`config.mk`:
```
export PLATFORM = sky130hd
export DESIGN_NAME = axi_lite_pkt_master
export DESIGN_NICKNAME = d
export VERILOG_FILES = /design/src/rtl/axi_lite_pkt_master.sv
export SDC_FILE = /design/constraint.sdc
export NUM_CORES = 1
export LEC_CHECK = 0
export BUFFER_PORTS_ARGS = -buffer_cell sky130_fd_sc_hd__buf_4
export CAP_MARGIN = 5
export CORE_ASPECT_RATIO = 1.1
export CORE_MARGIN = 1.5
export CORE_UTILIZATION = 54
export DETAILED_ROUTE_END_ITERATION = 8
export PLACE_DENSITY_LB_ADDON = 0.12
export SYNTH_ARGS = -nofsm -noshare
export SYNTH_HDL_FRONTEND = slang
export SYNTH_SLANG_ARGS = --single-unit
```
`constraint.sdc`:
```
create_clock -name clk -period 4.2 [get_ports clk]
set_clock_uncertainty 0.15 [all_clocks]
set_input_delay 0.21 -clock clk [delete_from_list [all_inputs] [get_ports clk]]
set_output_delay 0.21 -clock clk [all_outputs]
set_load 0.1 [all_outputs]
```
`src/rtl/axi_lite_pkt_master.sv`:
```
`default_nettype none
// ============================================================================
// Module   : axi_lite_pkt_master
// Brief    : AXI-Lite write initiator. Issues one AW/W write per local request
//            and reports the B response (or a timeout) with a one-cycle pulse.
// Revision : 1.0 - initial release
// ============================================================================
module axi_lite_pkt_master #(
    parameter int ADDR_WIDTH     = 8,
    parameter int DATA_WIDTH     = 32,
    parameter int TIMEOUT_CYCLES = 64,
    parameter int CNT_WIDTH      = 16
) (
    input  logic                  clk,
    input  logic                  rst_n,
    input  logic [ADDR_WIDTH-1:0] req_addr,
    input  logic [DATA_WIDTH-1:0] req_data,
    input  logic                  req_valid,
    output logic                  req_ready,
    output logic [ADDR_WIDTH-1:0] aw_addr,
    output logic                  aw_valid,
    input  logic                  aw_ready,
    output logic [DATA_WIDTH-1:0] w_data,
    output logic                  w_valid,
    input  logic                  w_ready,
    input  logic                  b_response,
    input  logic                  b_valid,
    output logic                  b_ready,
    output logic                  done_valid,
    output logic [1:0]            done_status,
    output logic                  busy,
    output logic [CNT_WIDTH-1:0]  ok_count,
    output logic [CNT_WIDTH-1:0]  err_count
);

    localparam int              TMO_W    = $clog2(TIMEOUT_CYCLES);
    localparam logic [TMO_W-1:0] TMO_LAST = TMO_W'(TIMEOUT_CYCLES - 1);

    localparam logic [1:0] STATUS_OK      = 2'b00;
    localparam logic [1:0] STATUS_ERROR   = 2'b01;
    localparam logic [1:0] STATUS_TIMEOUT = 2'b10;

    typedef enum logic [1:0] {
        ST_IDLE   = 2'd0,
        ST_ISSUE  = 2'd1,
        ST_WAIT_B = 2'd2
    } state_t;

    state_t                state_q,       state_d;
    logic [ADDR_WIDTH-1:0] aw_addr_q,     aw_addr_d;
    logic [DATA_WIDTH-1:0] w_data_q,      w_data_d;
    logic                  aw_valid_q,    aw_valid_d;
    logic                  w_valid_q,     w_valid_d;
    logic                  b_ready_q,     b_ready_d;
    logic                  done_valid_q,  done_valid_d;
    logic [1:0]            done_status_q, done_status_d;
    logic [CNT_WIDTH-1:0]  ok_cnt_q,      ok_cnt_d;
    logic [CNT_WIDTH-1:0]  err_cnt_q,     err_cnt_d;
    logic [TMO_W-1:0]      tmo_cnt_q,     tmo_cnt_d;

    logic req_hs;
    logic aw_hs;
    logic w_hs;
    logic b_hs;
    logic expired;
    logic aw_pending;
    logic w_pending;

    function automatic logic [CNT_WIDTH-1:0] sat_inc(input logic [CNT_WIDTH-1:0] v);
        return (&v) ? v : v + CNT_WIDTH'(1);
    endfunction

    assign req_ready  = rst_n & (state_q == ST_IDLE);
    assign req_hs     = req_valid & req_ready;
    assign aw_hs      = aw_valid_q & aw_ready;
    assign w_hs       = w_valid_q & w_ready;
    assign b_hs       = b_ready_q & b_valid;
    assign expired    = (state_q != ST_IDLE) && (tmo_cnt_q == TMO_LAST);
    // A channel is still outstanding only if its valid is up and not taken now.
    assign aw_pending = aw_valid_q & ~aw_ready;
    assign w_pending  = w_valid_q & ~w_ready;

    always_comb begin
        state_d       = state_q;
        aw_addr_d     = aw_addr_q;
        w_data_d      = w_data_q;
        aw_valid_d    = aw_valid_q;
        w_valid_d     = w_valid_q;
        b_ready_d     = b_ready_q;
        done_valid_d  = 1'b0;
        done_status_d = done_status_q;
        ok_cnt_d      = ok_cnt_q;
        err_cnt_d     = err_cnt_q;
        tmo_cnt_d     = tmo_cnt_q;

        case (state_q)
            ST_IDLE: begin
                if (req_hs) begin
                    state_d    = ST_ISSUE;
                    aw_addr_d  = req_addr;
                    w_data_d   = req_data;
                    aw_valid_d = 1'b1;
                    w_valid_d  = 1'b1;
                    tmo_cnt_d  = '0;
                end
            end
            ST_ISSUE: begin
                tmo_cnt_d = tmo_cnt_q + TMO_W'(1);
                if (aw_hs) aw_valid_d = 1'b0;
                if (w_hs)  w_valid_d  = 1'b0;
                if (expired) begin
                    state_d       = ST_IDLE;
                    aw_valid_d    = 1'b0;
                    w_valid_d     = 1'b0;
                    b_ready_d     = 1'b0;
                    done_valid_d  = 1'b1;
                    done_status_d = STATUS_TIMEOUT;
                    err_cnt_d     = sat_inc(err_cnt_q);
                end else if (!aw_pending && !w_pending) begin
                    state_d   = ST_WAIT_B;
                    b_ready_d = 1'b1;
                end
            end
            ST_WAIT_B: begin
                tmo_cnt_d = tmo_cnt_q + TMO_W'(1);
                // A response landing on the expiry cycle takes precedence.
                if (b_hs) begin
                    state_d      = ST_IDLE;
                    b_ready_d    = 1'b0;
                    done_valid_d = 1'b1;
                    if (b_response) begin
                        done_status_d = STATUS_OK;
                        ok_cnt_d      = sat_inc(ok_cnt_q);
                    end else begin
                        done_status_d = STATUS_ERROR;
                        err_cnt_d     = sat_inc(err_cnt_q);
                    end
                end else if (expired) begin
                    state_d       = ST_IDLE;
                    b_ready_d     = 1'b0;
                    done_valid_d  = 1'b1;
                    done_status_d = STATUS_TIMEOUT;
                    err_cnt_d     = sat_inc(err_cnt_q);
                end
            end
            default: begin
                state_d    = ST_IDLE;
                aw_valid_d = 1'b0;
                w_valid_d  = 1'b0;
                b_ready_d  = 1'b0;
            end
        endcase
    end

    always_ff @(posedge clk) begin
        if (!rst_n) begin
            state_q       <= ST_IDLE;
            aw_addr_q     <= '0;
            w_data_q      <= '0;
            aw_valid_q    <= 1'b0;
            w_valid_q     <= 1'b0;
            b_ready_q     <= 1'b0;
            done_valid_q  <= 1'b0;
            done_status_q <= 2'b00;
            ok_cnt_q      <= '0;
            err_cnt_q     <= '0;
            tmo_cnt_q     <= '0;
        end else begin
            state_q       <= state_d;
            aw_addr_q     <= aw_addr_d;
            w_data_q      <= w_data_d;
            aw_valid_q    <= aw_valid_d;
            w_valid_q     <= w_valid_d;
            b_ready_q     <= b_ready_d;
            done_valid_q  <= done_valid_d;
            done_status_q <= done_status_d;
            ok_cnt_q      <= ok_cnt_d;
            err_cnt_q     <= err_cnt_d;
            tmo_cnt_q     <= tmo_cnt_d;
        end
    end

    assign aw_addr     = aw_addr_q;
    assign w_data      = w_data_q;
    assign aw_valid    = aw_valid_q;
    assign w_valid     = w_valid_q;
    assign b_ready     = b_ready_q;
    assign done_valid  = done_valid_q;
    assign done_status = done_status_q;
    assign busy        = (state_q != ST_IDLE);
    assign ok_count    = ok_cnt_q;
    assign err_count   = err_cnt_q;

endmodule
`default_nettype wire

```
==> implementation parameters, run 1 <==
Parameter                              Value

Clocking
  TritonCTS clock tree    yes
  Clock buffer count from CTS    9
  Maximum buffer depth of the clock tree    2
  Clock insertion delay at the later pin of the skew report    ~0.34 ns
  # clock sinks    86
  Buffers inserted by post-CTS timing repair    0
  CTS H-tree lvls    3
  Clock transition at the registers of the reported paths    0.09 ns
  Clk Tree Root Cell    sky130_fd_sc_hd__clkbuf_8

Placement
  Dpl cell area    0.00466 mm^2
  Dpl hpwl    approximately 6000 um
  Last weighted congestion value of the routability-driven placer    0.780
  Placed instance count    roughly 640
  Worst Setup Slack post-DPL    1.53 ns
  Port-buffer cells    126

Die
  Chip height    89.9 um
  Core area    0.00663 mm^2
  Die Outline Area    between 0.007 and 0.008 mm^2
  Number of placement rows    31
  Number of ports placed on the die boundary    around 130
  Die width    82.0 um
  Initial standard-cell utilization of the core    56.0%

Final layout
  Share of cells above drive strength 1    25.3%
  Area used by multi-input combinational logic    0.00184 mm^2
  Final design instance area without fill    0.00526 mm^2
  Non-filler cells, final    around 700
  Number of filler instances in the final layout    449
  Growth of design area from synthesis to finish    41.6%
  # diodes    0
  # nets final    about 660
  Sequential cell area in the final layout    0.00172 mm^2

Timing
  Worst hold margin    0.0645 ns
  Worst Max-Slew Pin Slew    0.812 ns
  Final min period    2.74 ns
  Rel. slew slack    45.9%
  Tcrit/Tclk final    65.3%
  Setup violation total in the final timing report    0
  Setup ws final    1.46 ns
  Number of pins with negative max-slew slack in the final report    0
  Total negative slack for setup checks    0 ns
  Achievable clock frequency    0.365 GHz
  RSZ-0062 raised after global routing    no
  Final hold vios    0

Logic synthesis
  Number of synthesized flops with an enable pin    0
  Mapped Cells    451
  Synth Area per Inst    8.23 um^2
  Yosys cell types    47
  Post-synthesis instance area    0.00371 mm^2
  Area share of the largest cell type after synthesis    roughly 46%
  Top cell type by total area after synthesis    sky130_fd_sc_hd__dfxtp_1
  Area contributors post-synth    sky130_fd_sc_hd__dfxtp_1 (46%), sky130_fd_sc_hd__nand2_1 (10%), sky130_fd_sc_hd__nand3_1 (7.4%)
  Share of synthesized area occupied by flip-flops and latches    a little under half
  Ys async rst share    0%
  Synth Flop Type    sky130_fd_sc_hd__dfxtp_1
  Flip-flop and latch count after synthesis    86
  Yosys warning count    0
  Net Count, Synth    505

Critical path
  Critical Path Fanout Max    17
  Slowest stage cell on the critical path    sky130_fd_sc_hd__o41a_1
  Depth of the most critical reg-to-reg path    7
  Kind of cell with the highest combined delay on the critical path    simple AND/OR/NAND/NOR gates
  Start of the worst register-to-register path    state_q[0]$_SDFFE_PN0P_
  Crit end category    flop
  Crit path launch    state_q[0]$_SDFFE_PN0P_
  Worst stage delay on the critical path    0.72 ns
  Type of the setup path with the least slack    flop to flop
  Startpoint Class    flop
  Number of cells on the critical path    7
  Required time worst endpoint    4.29 ns
  Cell breakdown of the critical path    inv_1 > ha_1 > nand3b_1 > o41a_1 > nor4_1 > and3_1 > nor3_1
  Number of buffer and inverter stages on the critical path    1
  Data arrival, critical path    2.83 ns

Drt
  Via count    3792
  Final routed DRC violation total    0
  Detailed-route wire length    10100 um
  DRT Pass-1 Iters    4
  Starting DRT DRC Count    159
  Ratio of routed vias to standard cells    5.46
  Routed WL per cell    14.6 um
  Antenna Violating Nets Remaining    0

Hold path
  Hold/Removal Path Class    primary input to flop
  Hold path start    b_response
  Worst hold path depth    4

Global route
  Via count of the first global-routing pass    3668
  Largest net degree at the start of global routing    57
  GR Overflow Total    0
  Antenna violations before repair    0
  Overall fraction of global-route tracks in use    around 28%
  Global-route wire length before repair    16200 um

Power
  Pwr dens    a little over 500 mW/mm^2
  Max IR drop VDD    442 uV
  Reported leakage power    2.36 nW

Flow run
  Count of maximum capacitance violations    0

Status
  Result of the run    complete, no violations
sequential cells by signal, indices dropped and copies added, names as in the netlist, 2 cells and up:
| signal | flops |
|---|---|
| tmo_cnt_q | 6 |
| done_status | 2 |
| err_count | 16 |
| w_data | 32 |
| state_q | 2 |
| aw_addr | 8 |
| ok_count | 16 |
metrics by stage:
| stage | power, W | util (%) |
|---|---|---|
| after floorplan | 0.00187 | - |
| after global placement | 0.00209 | 70.3 |
| after detailed placement | 0.00211 | 70.3 |
| after CTS | 0.00270 | 79.2 |
| after global routing | 0.00282 | 79.2 |
| final | 0.00272 | 79.2 |
final timing paths:
check | end | slack [ns]
worst max-delay path | err_count[15]$_SDFFE_PN0P_ | 1.46
worst min-delay path | done_status[0]$_SDFFE_PN0P_ | 0.06
worst max register to register | err_count[15]$_SDFFE_PN0P_ | 1.46
worst min register to register | w_data[20]$_SDFFE_PN0P_ | 0.31
power breakdown:
group          switching (W)  internal [W]  leakage (nW)
registers          0.0000601      0.000910         0.700
clock network       0.000284      0.000293        0.0976
logic               0.000911      0.000258          1.56
cells by family after synthesis:
family | after synthesis | share of synthesized area (%)
AND/OR/NAND/NOR | 264 | 34.3
flip-flops | 86 | 46.4
AO/OA/AOI/OAI | 39 | 6.57
buffers and inverters | 29 | 4.08
XOR/XNOR | 22 | 5.19
adder cells (fa/ha/maj) | 7 | 2.36
multiplexers | 4 | 1.08
area by class of cell:
class	instances	share of cell area, %
clock buffers	13	2.83
well taps	82	1.95
inverters	5	0.357
flip-flops and latches	86	32.8
repair buffers	170	26.2
multi-input cells	336	35.1
clock inverters	3	0.833
cells in the mapped netlist, drive strengths merged (2+ instances only):
cell / number
ha: 7
o21ai: 13
xnor2: 10
mux2i: 4
nor2: 44
nand3: 56
o31ai: 2
and3: 8
nand2b: 4
nor3b: 2
a22oi: 2
nor4: 8
a21oi: 12
nand2: 103
inv: 5
clkbuf: 17
o21bai: 2
or3: 2
buf: 7
nor3: 11
or2: 2
xor2: 12
nand4b: 2
o211ai: 2
nand4: 11
and4: 3
dfxtp: 86
nor2b: 4
worst min-delay path, delay by kind of cell:
family / cells / cell delay [ns]
buf+inv: 1 / 0.09
simple gates: 2 / 0.10
compound gates: 1 / 0.11
metal layers:
metal / up-vias / global-route usage, % / share of wire (%)
met1: 1798 / 31.1 / 40
li1: 1851 / - / -
met4: 0 / 13.6 / 2.7
met2: 119 / 48.8 / 52
met3: 24 / 6.29 / 5.5
met5: - / 0 / 0
layout by cell type, fill, tap and decap left out, types with 5 or more instances in the layout:
cell	synthesis	routed
sky130_fd_sc_hd__clkbuf_8	2	10
sky130_fd_sc_hd__nor3_1	11	11
sky130_fd_sc_hd__nor2_1	44	44
sky130_fd_sc_hd__nand4_1	10	10
sky130_fd_sc_hd__nand3_1	55	55
sky130_fd_sc_hd__xnor2_1	10	10
sky130_fd_sc_hd__ha_1	7	7
sky130_fd_sc_hd__xor2_1	12	12
sky130_fd_sc_hd__nand2_1	103	103
sky130_fd_sc_hd__buf_4	1	130
sky130_fd_sc_hd__inv_1	5	5
sky130_fd_sc_hd__dfxtp_1	86	86
sky130_fd_sc_hd__o21ai_0	13	13
sky130_fd_sc_hd__and3_1	8	8
sky130_fd_sc_hd__dlygate4sd3_1	0	40
sky130_fd_sc_hd__a21oi_1	12	12
repair_timing:
action	CTS	global route
hold buffers	40	0
resized for setup	0	0
endpoints found under the setup margin	0	0
hold endpoints to repair	40	0
(Power assumes the default switching activity.)
==> inputs of run 2 (changes only) <==
--- a/config.mk
+++ b/config.mk
@@ -9,7 +9,7 @@
 export CAP_MARGIN = 5
 export CORE_ASPECT_RATIO = 1.1
 export CORE_MARGIN = 1.5
-export CORE_UTILIZATION = 54
+export CORE_UTILIZATION = 45
 export DETAILED_ROUTE_END_ITERATION = 8
 export PLACE_DENSITY_LB_ADDON = 0.12
 export SYNTH_ARGS = -nofsm -noshare
==> constraint.sdc (replaced) <==
create_clock -name clk -period 2.5 [get_ports clk]
set_clock_uncertainty 0.15 [all_clocks]
set_input_delay 0.125 -clock clk [delete_from_list [all_inputs] [get_ports clk]]
set_output_delay 0.125 -clock clk [all_outputs]
set_load 0.1 [all_outputs]
==> implementation parameters, run 2 (synthesis results as in run 1) <==
Parameter                              Value

Critical path
  Type of the setup path with the least slack    flop to flop
  Slowest stage cell on the critical path    sky130_fd_sc_hd__o41a_1
  Crit end category    flop
  Data arrival, critical path    around 2.4 ns
  FF-to-FF setup slack    0.16 ns
  Critical Path Fanout Max    17
  Startpoint Class    flop
  Number of buffer and inverter stages on the critical path    2
  Start of the worst register-to-register path    state_q[0]$_SDFFE_PN0P_
  Kind of cell with the highest combined delay on the critical path    simple AND/OR/NAND/NOR gates
  Endpoint of the most critical register-to-register path    err_count[8]$_SDFFE_PN0P_
  Required time worst endpoint    2.58 ns
  Depth of the most critical reg-to-reg path    8
  Cell breakdown of the critical path    inv_1 > ha_1 > nand3b_1 > o41a_1 > buf_12 > nor4_1 > xnor2_1 > nor2_1
  Worst stage delay on the critical path    approximately 0.47 ns

Final layout
  # diodes    0
  Flip-flop count of the largest register after layout    32
  Leading cell type in the layout, fill and taps excluded    sky130_fd_sc_hd__buf_4
  Most used cells in the layout excluding fill and tap cells    sky130_fd_sc_hd__buf_4 (135), sky130_fd_sc_hd__nand2_1 (103), sky130_fd_sc_hd__dfxtp_1 (76)
  # nets final    673
  Number of filler instances in the final layout    639
  Area used by multi-input combinational logic    0.00188 mm^2
  Growth of design area from synthesis to finish    48.5%
  Sequential cell area in the final layout    approximately 0.0017 mm^2
  Share of cells above drive strength 1    28.7%

Flow run
  Count of maximum capacitance violations    0

Die
  Chip height    98.2 um
  Die Outline Area    a little under 0.009 mm^2
  Number of placement rows    34
  Number of ports placed on the die boundary    127
  Initial standard-cell utilization of the core    46.6%
  Die width    89.6 um
  Core area    roughly 0.0080 mm^2

Placement
  Port-buffer cells    ~130
  Dpl hpwl    6100 um
  Last weighted congestion value of the routability-driven placer    a little over 0.8
  Worst Setup Slack post-DPL    roughly 0.16 ns

Hold path
  Destination of the worst hold path    aw_valid$_SDFFE_PN0P_
  Hold path start    aw_ready
  Hold/Removal Path Class    primary input to flop
  Worst hold path depth    4

Clocking
  Clk Tree Root Cell    sky130_fd_sc_hd__clkbuf_8
  Buffers inserted by post-CTS timing repair    0
  Clock buffer count from CTS    9
  TritonCTS clock tree    yes
  Maximum buffer depth of the clock tree    2
  Clock transition at the registers of the reported paths    0.09 ns
  # clock sinks    86
  Clock insertion delay at the later pin of the skew report    0.34 ns
  CTS H-tree lvls    3

Timing
  Setup ws final    ~0.16 ns
  Rel. slew slack    68.5%
  RSZ-0062 raised after global routing    yes
  Worst Max-Slew Pin Slew    0.468 ns
  Number of pins with negative max-slew slack in the final report    0
  Achievable clock frequency    0.427 GHz
  Final min period    2.34 ns
  Final hold vios    0
  Setup violation total in the final timing report    0
  Tcrit/Tclk final    93.7%

Drt
  Starting DRT DRC Count    roughly 120
  Routed WL per cell    12.9 um
  Via count    3687
  Ratio of routed vias to standard cells    5.04
  DRT Pass-1 Iters    4
  Detailed-route wire length    9450 um
  Antenna Violating Nets Remaining    0
  Final routed DRC violation total    0

Status
  Result of the run    complete, no violations

Power
  Max IR drop VDD    approximately 730 uV
  Reported leakage power    2.46 nW
  Pwr dens    884 mW/mm^2
  Total power draw    0.00487 W

Global route
  Via count of the first global-routing pass    3602
  Global-route wire length before repair    15800 um
  GR Overflow Total    0
  Overall fraction of global-route tracks in use    22.5%
  Largest net degree at the start of global routing    41
  Antenna violations before repair    0
[run 2: worst max-delay path by stage]
stage | from | to | slack, ns | depth (start not counted)
after CTS | state_q[0]$_SDFFE_PN0P_ | err_count[15]$_SDFFE_PN0P_ | 0.11 | 8
after global routing | state_q[0]$_SDFFE_PN0P_ | err_count[14]$_SDFFE_PN0P_ | -0.01 | 8
after detailed placement | state_q[0]$_SDFFE_PN0P_ | err_count[8]$_SDFFE_PN0P_ | 0.16 | 8
final | state_q[0]$_SDFFE_PN0P_ | err_count[8]$_SDFFE_PN0P_ | 0.16 | 8
after floorplan | ok_count[11]$_SDFFE_PN0P_ | ok_count[4]$_SDFFE_PN0P_ | 0.02 | 5
after global placement | state_q[0]$_SDFFE_PN0P_ | err_count[6]$_SDFFE_PN0P_ | 0.25 | 8
[run 2: stage by stage]
step | TNS, ns | hold WS (ns) | util, % | cells | cell area, um^2
after floorplan | 0 | 0.0739 | - | 451 | 3730
after global placement | 0 | 0.156 | 59.9 | 671 | 4770
after detailed placement | 0 | 0.161 | 59.9 | 671 | 4770
after CTS | 0 | 0.0128 | 68.9 | 732 | 5480
after global routing | -0.0182 | 0.0625 | 69.3 | 732 | 5510
final | 0 | 0.0301 | 69.3 | 732 | 5510
[run 2: cell type report]
type / instances / share of cell area (%)
repair buffers: 181 / 26.9
clock buffers: 10 / 2.32
multi-input cells: 336 / 34.1
clock inverters: 6 / 2.43
flip-flops and latches: 86 / 31.5
well taps: 108 / 2.45
inverters: 5 / 0.341
[run 2: worst reg2reg max path: stages, from the launching register on]
cell and delay (ns):
sky130_fd_sc_hd__dfxtp_1 0.36, sky130_fd_sc_hd__inv_1 0.09, sky130_fd_sc_hd__ha_1 0.21, sky130_fd_sc_hd__nand3b_1 0.19
sky130_fd_sc_hd__o41a_1 0.47, sky130_fd_sc_hd__buf_12 0.18, sky130_fd_sc_hd__nor4_1 0.37, sky130_fd_sc_hd__xnor2_1 0.17
sky130_fd_sc_hd__nor2_1 0.05
[run 2: timing repair]
action                                  in CTS  in global routing
endpoints found under the hold margin       44                  0
gates resized for setup                      0                  5
hold buffers                                45                  0
endpoints found under the setup margin       0                  7
[run 2: layer usage]
metal  GRT usage (%)  share of wire (%)  vias to the layer above
met4            9.23                1.6                        0
met3            5.24                5.3                       16
met2            39.3                 50                       99
met5               0                  0                        -
li1                -                  -                     1873
met1            25.6                 43                     1699
[run 2: where the power goes]
part,switching (W),total [W],internal [W]
logic,0.00153,0.00199,0.000461
registers,0.0000978,0.00163,0.00153
clock network,0.000484,0.00125,0.000766
total,0.00211,0.00487,0.00276
==> inputs of run 3 (changes only) <==
--- a/config.mk
+++ b/config.mk
@@ -12,6 +12,7 @@
 export CORE_UTILIZATION = 45
 export DETAILED_ROUTE_END_ITERATION = 8
 export PLACE_DENSITY_LB_ADDON = 0.12
+export REMOVE_ABC_BUFFERS = 1
 export SYNTH_ARGS = -nofsm -noshare
 export SYNTH_HDL_FRONTEND = slang
 export SYNTH_SLANG_ARGS = --single-unit
==> implementation parameters, run 3 (synthesis results as in run 1) <==
Parameter                              Value

Critical path
  Endpoint of the most critical register-to-register path    err_count[8]$_SDFFE_PN0P_
  Start of the worst register-to-register path    state_q[0]$_SDFFE_PN0P_
  Crit end category    flop
  Startpoint Class    flop
  Depth of the most critical reg-to-reg path    8
  FF-to-FF setup slack    0.1 ns
  Kind of cell with the highest combined delay on the critical path    simple AND/OR/NAND/NOR gates
  Cell breakdown of the critical path    inv_1 > ha_1 > nand3b_1 > o41a_1 > buf_4 > nor4_1 > xnor2_1 > nor2_1
  Slowest stage cell on the critical path    sky130_fd_sc_hd__o41a_1
  Critical Path Fanout Max    17
  Worst stage delay on the critical path    around 0.42 ns
  Number of buffer and inverter stages on the critical path    2
  Type of the setup path with the least slack    flop to flop
  Data arrival, critical path    2.48 ns
  Required time worst endpoint    2.58 ns

Power
  Pwr dens    843 mW/mm^2
  Reported leakage power    2.39 nW
  Max IR drop VDD    673 uV

Hold path
  Worst hold path depth    4
  Hold path start    aw_ready
  Hold/Removal Path Class    primary input to flop
  Destination of the worst hold path    aw_valid$_SDFFE_PN0P_

Global route
  Fraction of met2 tracks used by global routing    a little over a third
  GR Overflow Total    0
  Met3 track demand over resource    6.00%
  Global routing's busiest layer    met2
  Via count of the first global-routing pass    about 3500
  Overall fraction of global-route tracks in use    22.3%
  M1 GR Usage    28.2%
  Largest net degree at the start of global routing    42
  Antenna violations before repair    0
  Global-route wire length before repair    ~16000 um

Placement
  Worst Setup Slack post-DPL    0.160 ns
  Port-buffer cells    roughly 130
  Dpl cell area    0.00475 mm^2
  Dpl hpwl    6170 um
  Last weighted congestion value of the routability-driven placer    0.817

Die
  Core area    0.00796 mm^2
  Die Outline Area    0.00880 mm^2
  Number of placement rows    34
  Chip height    98.2 um
  Initial standard-cell utilization of the core    46.6%
  Number of ports placed on the die boundary    127
  Die width    89.6 um

Timing
  Total negative slack for setup checks    0 ns
  Final hold vios    0
  Tcrit/Tclk final    96.1%
  RSZ-0062 raised after global routing    no
  Rel. slew slack    68.7%
  Worst hold margin    0.0318 ns
  Number of pins with negative max-slew slack in the final report    0
  Setup violation total in the final timing report    0
  Achievable clock frequency    0.416 GHz
  Final min period    2.40 ns
  Setup ws final    0.0968 ns
  Worst Max-Slew Pin Slew    0.464 ns

Final layout
  Final design instance area without fill    0.00536 mm^2
  Flip-flop count of the largest register after layout    32
  # nets final    669
  Growth of design area from synthesis to finish    44.4%
  Share of cells above drive strength 1    26.5%
  # diodes    0
  Most used cells in the layout excluding fill and tap cells    sky130_fd_sc_hd__buf_4 (134), sky130_fd_sc_hd__nand2_1 (103), sky130_fd_sc_hd__dfxtp_1 (86)
  Leading cell type in the layout, fill and taps excluded    sky130_fd_sc_hd__buf_4

Drt
  Routed WL per cell    13.1 um
  Ratio of routed vias to standard cells    5.04
  Final routed DRC violation total    0
  Starting DRT DRC Count    141
  Antenna Violating Nets Remaining    0
  Via count    3657
  DRT Pass-1 Iters    4
  Detailed-route wire length    9500 um

Clocking
  Clk Tree Root Cell    sky130_fd_sc_hd__clkbuf_8
  Clock buffer count from CTS    9
  CTS H-tree lvls    3
  Clock transition at the registers of the reported paths    0.08 ns
  TritonCTS clock tree    yes
  Clock insertion delay at the later pin of the skew report    0.34 ns
  Buffers inserted by post-CTS timing repair    0
  Maximum buffer depth of the clock tree    2
  # clock sinks    86

Status
  Result of the run    complete, no violations

Flow run
  Count of maximum capacitance violations    0
==> run 3: changes by cell type in the layout (fill, tap and decap cells not counted), sizes merged <==
| cell | before | now |
|---|---|---|
| buf | 136 | 135 |
| bufinv | 4 | 1 |
| clkbuf | 10 | 9 |
| clkinv | 2 | 3 |
| clkinvlp | 0 | 1 |
| dlygate4sd3 | 45 | 42 |
==> run 3: worst max path at each step <==
stage / from / end / slack, ns / depth (start not counted)
after floorplan: err_count[0]$_SDFFE_PN0P_ / err_count[0]$_SDFFE_PN0P_ / -1.27 / 6
after global placement: state_q[0]$_SDFFE_PN0P_ / err_count[6]$_SDFFE_PN0P_ / 0.22 / 8
after CTS: state_q[0]$_SDFFE_PN0P_ / err_count[15]$_SDFFE_PN0P_ / 0.12 / 8
final: state_q[0]$_SDFFE_PN0P_ / err_count[8]$_SDFFE_PN0P_ / 0.1 / 8
after detailed placement: state_q[0]$_SDFFE_PN0P_ / err_count[7]$_SDFFE_PN0P_ / 0.16 / 8
after global routing: state_q[0]$_SDFFE_PN0P_ / err_count[8]$_SDFFE_PN0P_ / 0.003 / 8
==> run 3: power by group <==
part	internal (W)	switching [W]	total (W)	leakage, nW
logic	0.000457	0.00152	0.00198	1.60
registers	0.00153	0.0000994	0.00163	0.700
clock network	0.000446	0.000465	0.000911	0.0907
==> run 3: area by class of cell <==
type                    instances  area (um^2)
clock buffers                   9          124
clock inverters                 5         52.6
fillers                       653         2590
inverters                       5         18.8
multi-input cells             336         1860
flip-flops and latches         86         1720
well taps                     108          135
repair buffers                177         1450
==> run 3: routing by layer <==
metal,up-vias,share of wire [%]
met1,1675,44
met3,9,6.9
li1,1861,-
met5,-,0
met4,0,1.2
met2,112,48
==> run 3: worst register-to-register path, cell delays in order, from the launching register on <==
cell and delay, ns:
sky130_fd_sc_hd__dfxtp_1 0.36, sky130_fd_sc_hd__inv_1 0.09, sky130_fd_sc_hd__ha_1 0.22, sky130_fd_sc_hd__nand3b_1 0.20, sky130_fd_sc_hd__o41a_1 0.42, sky130_fd_sc_hd__buf_4 0.21
sky130_fd_sc_hd__nor4_1 0.42, sky130_fd_sc_hd__xnor2_1 0.17, sky130_fd_sc_hd__nor2_1 0.05
==> run 3: repair_timing <==
item / 4_1_cts / 5_1_grt
setup endpoints to repair: 0 / 3
hold buffers: 42 / 0
gates resized for setup: 0 / 3
endpoints found under the hold margin: 48 / 0
==> run 3: stage by stage <==
step | std cells | util (%) | total power (W)
floorplan | 427 | - | 0.00311
global placement | 670 | 59.7 | 0.00356
detailed placement | 670 | 59.7 | 0.00358
CTS | 726 | 67.2 | 0.00454
global route | 726 | 67.4 | 0.00470
finish | 726 | 67.4 | 0.00452
